<file path="config.mk">
export PLATFORM = sky130hd
export DESIGN_NAME = regfile_scoreboard_stage
export DESIGN_NICKNAME = d
export VERILOG_FILES = /design/src/rtl/regfile_scoreboard_stage.sv
export SDC_FILE = /design/constraint.sdc
export NUM_CORES = 2
export LEC_CHECK = 0
export ABC_CLOCK_PERIOD_IN_PS = 3600
export BUFFER_PORTS_ARGS = -buffer_cell sky130_fd_sc_hd__buf_4
export CAP_MARGIN = 5
export CORE_MARGIN = 2
export CORE_UTILIZATION = 40
export CTS_CLUSTER_DIAMETER = 40
export DETAILED_ROUTE_END_ITERATION = 8
export PLACE_DENSITY = 0.63
export RECOVER_POWER = 50
export SLEW_MARGIN = 20
export SYNTH_ARGS = -nofsm -noshare
export SYNTH_HDL_FRONTEND = slang
export SYNTH_SLANG_ARGS = --single-unit
</file>
<file path="constraint.sdc">
create_clock -name clk -period 3.6 [get_ports clk]
set_input_delay 0.54 -clock clk [delete_from_list [all_inputs] [get_ports clk]]
set_output_delay 0.54 -clock clk [all_outputs]
set_load 0.02 [all_outputs]
</file>
<file path="src/rtl/regfile_scoreboard_stage.sv">
// rtl/regfile_scoreboard_stage.sv - register-file issue stage with busy scoreboard and writeback bypass
//
// Ports:
//   clk, resetn          clock, asynchronous active-low reset
//   in_valid/in_ready    decode-side handshake
//   in_rs_sel/rs_used    NUM_RD source indices and per-port hazard participation
//   in_rd_sel/in_rd_we   destination register and write flag
//   in_side              opaque payload, passed through
//   wb_en/addr/data      NUM_WR writeback ports from MEM/WB
//   out_valid/out_ready  execute-side handshake on the issue register
//   out_*                latched source values, indices, destination, payload
//   commit_cnt           running count of writeback-port writes (wraps)
module regfile_scoreboard_stage #(
  parameter int XLEN     = 32,
  parameter int NUM_REGS = 32,
  parameter int NUM_RD   = 2,
  parameter int NUM_WR   = 1,
  localparam int AW      = $clog2(NUM_REGS)
) (
  input  logic                   clk,
  input  logic                   resetn,
  input  logic                   in_valid,
  output logic                   in_ready,
  input  logic [NUM_RD*AW-1:0]   in_rs_sel,
  input  logic [NUM_RD-1:0]      in_rs_used,
  input  logic [AW-1:0]          in_rd_sel,
  input  logic                   in_rd_we,
  input  logic [XLEN-1:0]        in_side,
  input  logic [NUM_WR-1:0]      wb_en,
  input  logic [NUM_WR*AW-1:0]   wb_addr,
  input  logic [NUM_WR*XLEN-1:0] wb_data,
  output logic                   out_valid,
  input  logic                   out_ready,
  output logic [NUM_RD*XLEN-1:0] out_rs_val,
  output logic [NUM_RD*AW-1:0]   out_rs_sel,
  output logic [AW-1:0]          out_rd_sel,
  output logic                   out_rd_we,
  output logic [XLEN-1:0]        out_side,
  output logic [31:0]            commit_cnt
);

  logic [XLEN-1:0]        regs_q [NUM_REGS];
  logic [XLEN-1:0]        regs_d [NUM_REGS];
  logic [NUM_REGS-1:0]    busy_q, busy_d;
  logic                   out_valid_q, out_valid_d;
  logic [NUM_RD*XLEN-1:0] out_rs_val_q, out_rs_val_d;
  logic [NUM_RD*AW-1:0]   out_rs_sel_q, out_rs_sel_d;
  logic [AW-1:0]          out_rd_sel_q, out_rd_sel_d;
  logic                   out_rd_we_q, out_rd_we_d;
  logic [XLEN-1:0]        out_side_q, out_side_d;
  logic [31:0]            commit_cnt_q, commit_cnt_d;

  logic [NUM_REGS-1:0]    wb_hit;
  logic [NUM_REGS-1:0]    busy_eff;
  logic [31:0]            wb_cnt;
  logic [NUM_RD*XLEN-1:0] rs_val;
  logic                   hazard;
  logic                   accept;

  // Writeback decode: ascending j so the highest port wins on an address collision.
  // Register 0 is never written, so regs_q[0] stays at its reset value of zero.
  always_comb begin
    wb_hit = '0;
    wb_cnt = '0;
    regs_d = regs_q;
    for (int j = 0; j < NUM_WR; j++) begin
      if (wb_en[j]) begin
        wb_cnt = wb_cnt + 32'd1;
        if (wb_addr[j*AW +: AW] != '0) begin
          wb_hit[wb_addr[j*AW +: AW]] = 1'b1;
          regs_d[wb_addr[j*AW +: AW]] = wb_data[j*XLEN +: XLEN];
        end
      end
    end
  end

  // Read with same-cycle writeback bypass (highest matching port wins).
  always_comb begin
    rs_val = '0;
    for (int k = 0; k < NUM_RD; k++) begin
      rs_val[k*XLEN +: XLEN] = regs_q[in_rs_sel[k*AW +: AW]];
      for (int j = 0; j < NUM_WR; j++) begin
        if (wb_en[j] && (wb_addr[j*AW +: AW] == in_rs_sel[k*AW +: AW]) &&
            (in_rs_sel[k*AW +: AW] != '0)) begin
          rs_val[k*XLEN +: XLEN] = wb_data[j*XLEN +: XLEN];
        end
      end
    end
  end

  // A writeback landing this cycle resolves the hazard it clears; busy_q[0] is
  // never set, so index 0 always passes.
  always_comb begin
    busy_eff = busy_q & ~wb_hit;
    hazard   = in_rd_we & busy_eff[in_rd_sel];
    for (int k = 0; k < NUM_RD; k++) begin
      if (in_rs_used[k] && busy_eff[in_rs_sel[k*AW +: AW]]) begin
        hazard = 1'b1;
      end
    end
  end

  assign in_ready = ~hazard & (~out_valid_q | out_ready);
  assign accept   = in_valid & in_ready;

  always_comb begin
    busy_d       = busy_eff;
    out_valid_d  = accept | (out_valid_q & ~out_ready);
    out_rs_val_d = out_rs_val_q;
    out_rs_sel_d = out_rs_sel_q;
    out_rd_sel_d = out_rd_sel_q;
    out_rd_we_d  = out_rd_we_q;
    out_side_d   = out_side_q;
    commit_cnt_d = commit_cnt_q + wb_cnt;
    if (accept) begin
      // Set after clear: a newly issued producer owns the register.
      if (in_rd_we && (in_rd_sel != '0)) begin
        busy_d[in_rd_sel] = 1'b1;
      end
      out_rs_val_d = rs_val;
      out_rs_sel_d = in_rs_sel;
      out_rd_sel_d = in_rd_sel;
      out_rd_we_d  = in_rd_we;
      out_side_d   = in_side;
    end
  end

  always_ff @(posedge clk or negedge resetn) begin
    if (!resetn) begin
      for (int i = 0; i < NUM_REGS; i++) begin
        regs_q[i] <= '0;
      end
      busy_q       <= '0;
      out_valid_q  <= 1'b0;
      out_rs_val_q <= '0;
      out_rs_sel_q <= '0;
      out_rd_sel_q <= '0;
      out_rd_we_q  <= 1'b0;
      out_side_q   <= '0;
      commit_cnt_q <= '0;
    end else begin
      regs_q       <= regs_d;
      busy_q       <= busy_d;
      out_valid_q  <= out_valid_d;
      out_rs_val_q <= out_rs_val_d;
      out_rs_sel_q <= out_rs_sel_d;
      out_rd_sel_q <= out_rd_sel_d;
      out_rd_we_q  <= out_rd_we_d;
      out_side_q   <= out_side_d;
      commit_cnt_q <= commit_cnt_d;
    end
  end

  assign out_valid  = out_valid_q;
  assign out_rs_val = out_rs_val_q;
  assign out_rs_sel = out_rs_sel_q;
  assign out_rd_sel = out_rd_sel_q;
  assign out_rd_we  = out_rd_we_q;
  assign out_side   = out_side_q;
  assign commit_cnt = commit_cnt_q;

endmodule

</file>
==> flow_summary.ini <==
[yosys]
synth_enable_flop_cells = 0
ys_seq_area_frac = 0.483
synth.distinct_cells = 58
synthesis.nets = 4043
ys.flop_type = dfrtp_1
async_flop_share = 1.00
yosysWarnings = 0
synth_area_per_cell_um2 = 15.8
synth_cells = 3949
ys_ff_latch = 1201
synth_area_mm2 = 0.0622

[sta]
tightest_slew_ns = 2.72
maxSlewViolCount = 121
grt_setup_unrepaired = false
period_share = 0.993
hold_violations = 0
fin_setup_tns_ns = 0
setup_violations = 0
fin_skew_ns = 0.0327
relSlewSlack = -0.810
max_clock_freq_mhz = 280
finalCriticalPeriod_ns = 3.58

[critical_path]
critPathMaxStageDelay_ns = 2.00
criticalPathCategory = input port to flip-flop
cp_slowest_cell = or2_0
rr_worst_depth = 9
r2r_end = out_rs_val[12]
r2r_setup_slack_ns = 0.78
cp_cell_sequence = buf_4, nand2b_1, clkbuf_2, or2_0, buf_12, mux2_2
setup.worst_path.start_class = input port
worstSetupEndpointType = flip-flop
arrival_ns = 4.24
crit_fanout = 19
cp.required_ns = 4.26
r2r_start = busy_q[6]

[run_status]
violations = capacitance limit, slew limit
status = finished with violations

[detailed_routing]
post_drt_wl_per_cell_um = 29.0
wl_mm = 183
dr.first_iter.drc_count = 3580
vias = 38200
dr.pass1.iters = 5
vias_per_cell = 6.07
ant_nets = 0
drc = 0

[placed_design]
placed_cells = 5961
gp_congestion = 0.868
dpl.hpwl_mm = 105
portBuffers = 237

[clock_tree]
clk_latency_ns = 0.80
cts_buffer_depth = 3
cts.sinks = 1201
h-tree-depth = 4
cts_tree = yes
cts_made_buffers = 164
cts.reportedPaths.clkPinSlew_ns = 0.05
cts-root-buf = clkbuf_16

[run]
drv_cap = 6

[floorplan]
die_x_um = 398
core_area_mm2 = 0.154
chipHeight_um = 398
rows = 144
dieArea_mm2 = 0.159
pin_count = 238
initial_core_util = 0.404

[worst_hold_path]
min_to = out_valid
hold_start = out_ready
hp-class = input port to flip-flop
hold_depth = 3

[cells_and_area]
area_growth_pct = 17.6
layout_commonest_cell = dfrtp_1
drive_above_1_share = 0.575
nets = 4211
antennaDiodeCount = 0
fill_cells = 13200
stdcell_count = 6295
layout_common_cells = dfrtp_1, mux2_2, mux4_2

[grt]
grtUsageTotal = 0.232
grt_overflow = 0
grt_max_degree = 144
antenna_found_initial = 2
grt_pass1_vias = 39800
grt_pass1_wl_mm = 272

[pwr]
cellPowerDensity_mw_per_mm2 = 607
p_leak_nw = 31.4
peakVddDrop_v = 0.000501
worst max-delay path: cells and delay by family:
family                 cells  cell delay, ns
and+or+nand+nor            2            2.35
buffers and inverters      3            0.92
muxes                      1            0.37
metal layers:
| layer | wire (um) | track usage | vias to the layer above |
|---|---|---|---|
| met5 | 27 | 0 | - |
| met4 | 4920 | 0.0712 | 4 |
| met3 | 11700 | 0.0447 | 300 |
| met2 | 87700 | 0.373 | 1351 |
| met1 | 78200 | 0.320 | 20900 |
| li1 | - | - | 15700 |
cell families after synthesis:
family	synth area share
buf+inv	0.0279
compound gates	0.0182
mux	0.446
fa+ha+maj	0.000402
xor+xnor	0.00549
flops	0.483
simple gates	0.0196
what timing repair did:
item	in CTS	in global routing
hold buffers	33	0
setup buffers	0	1
endpoints found under the hold margin	72	0
resized for setup	2	8
pin swaps	0	2
endpoints found under the setup margin	1	1
power by group:
group | internal, mW | switching [mW]
clock | 10.4 | 6.44
combinational | 5.60 | 3.85
sequential | 16.3 | 1.84
total | 32.3 | 12.1
state kept, by name (all words and copies together) (netlist names):
register and count:
busy_q 32, out_valid 1, out_side 32, out_rs_sel 10, regs_q 1024, out_rd_sel 5, commit_cnt 32, out_rs_val 64
out_rd_we 1
cells in the mapped netlist, types with 12 or more instances:
library cell,count,area [um^2]
dfrtp_1,1201,30100
mux2_2,1078,12100
mux4_2,645,14500
clkbuf_1,323,1210
buf_1,103,387
mux2i_1,75,751
nand2_1,73,274
nor2_1,73,274
o21ai_0,62,310
a21oi_1,37,185
o31ai_1,34,255
mux2_1,28,315
xnor2_1,23,201
o211ai_1,17,128
xor2_1,16,140
nand3_1,15,75.1
buf_2,14,70.1
or2_2,13,81.3
nand2b_1,12,75.1
worst max path at each step:
| stage | cells past startpoint | endpoint | slack (ns) | from |
|---|---|---|---|---|
| after floorplan | 9 | out_rs_val[14] | 0.17 | in_rs_sel[0] |
| after global placement | 10 | out_rs_val[45] | -0.02 | wb_addr[2] |
| after detailed placement | 11 | out_rs_val[46] | -0.09 | wb_addr[1] |
| after CTS | 10 | in_ready | 0.001 | wb_addr[2] |
| after global routing | 10 | in_ready | 0.008 | wb_addr[0] |
| final | 6 | regs_q[696] | 0.02 | wb_addr[1] |
cell type report:
cell class	count	area, um^2	share of cell area
multi-input cells	2296	30600	0.419
flip-flops and latches	1201	30100	0.411
clock buffers	213	4620	0.0632
repair buffers	447	4200	0.0573
well taps	2044	2560	0.0349
clock inverters	87	1100	0.0150
inverters	7	26.3	0.000359
metrics by stage:
step | cell area [um^2] | utilization | setup slack [ns] | hold slack (ns) | power [mW]
final | 73200 | 0.475 | 0.0241 | 0.119 | 44.4
after CTS | 73300 | 0.475 | 0.00138 | 0.0684 | 44.8
after floorplan | 62200 | - | 0.167 | 0.244 | 24.4
after global routing | 73200 | 0.475 | 0.00760 | 0.0900 | 46.3
after global placement | 67300 | 0.436 | -0.0224 | 0.377 | 27.5
after detailed placement | 67300 | 0.436 | -0.0907 | 0.383 | 27.8
(Power assumes the default switching activity.)
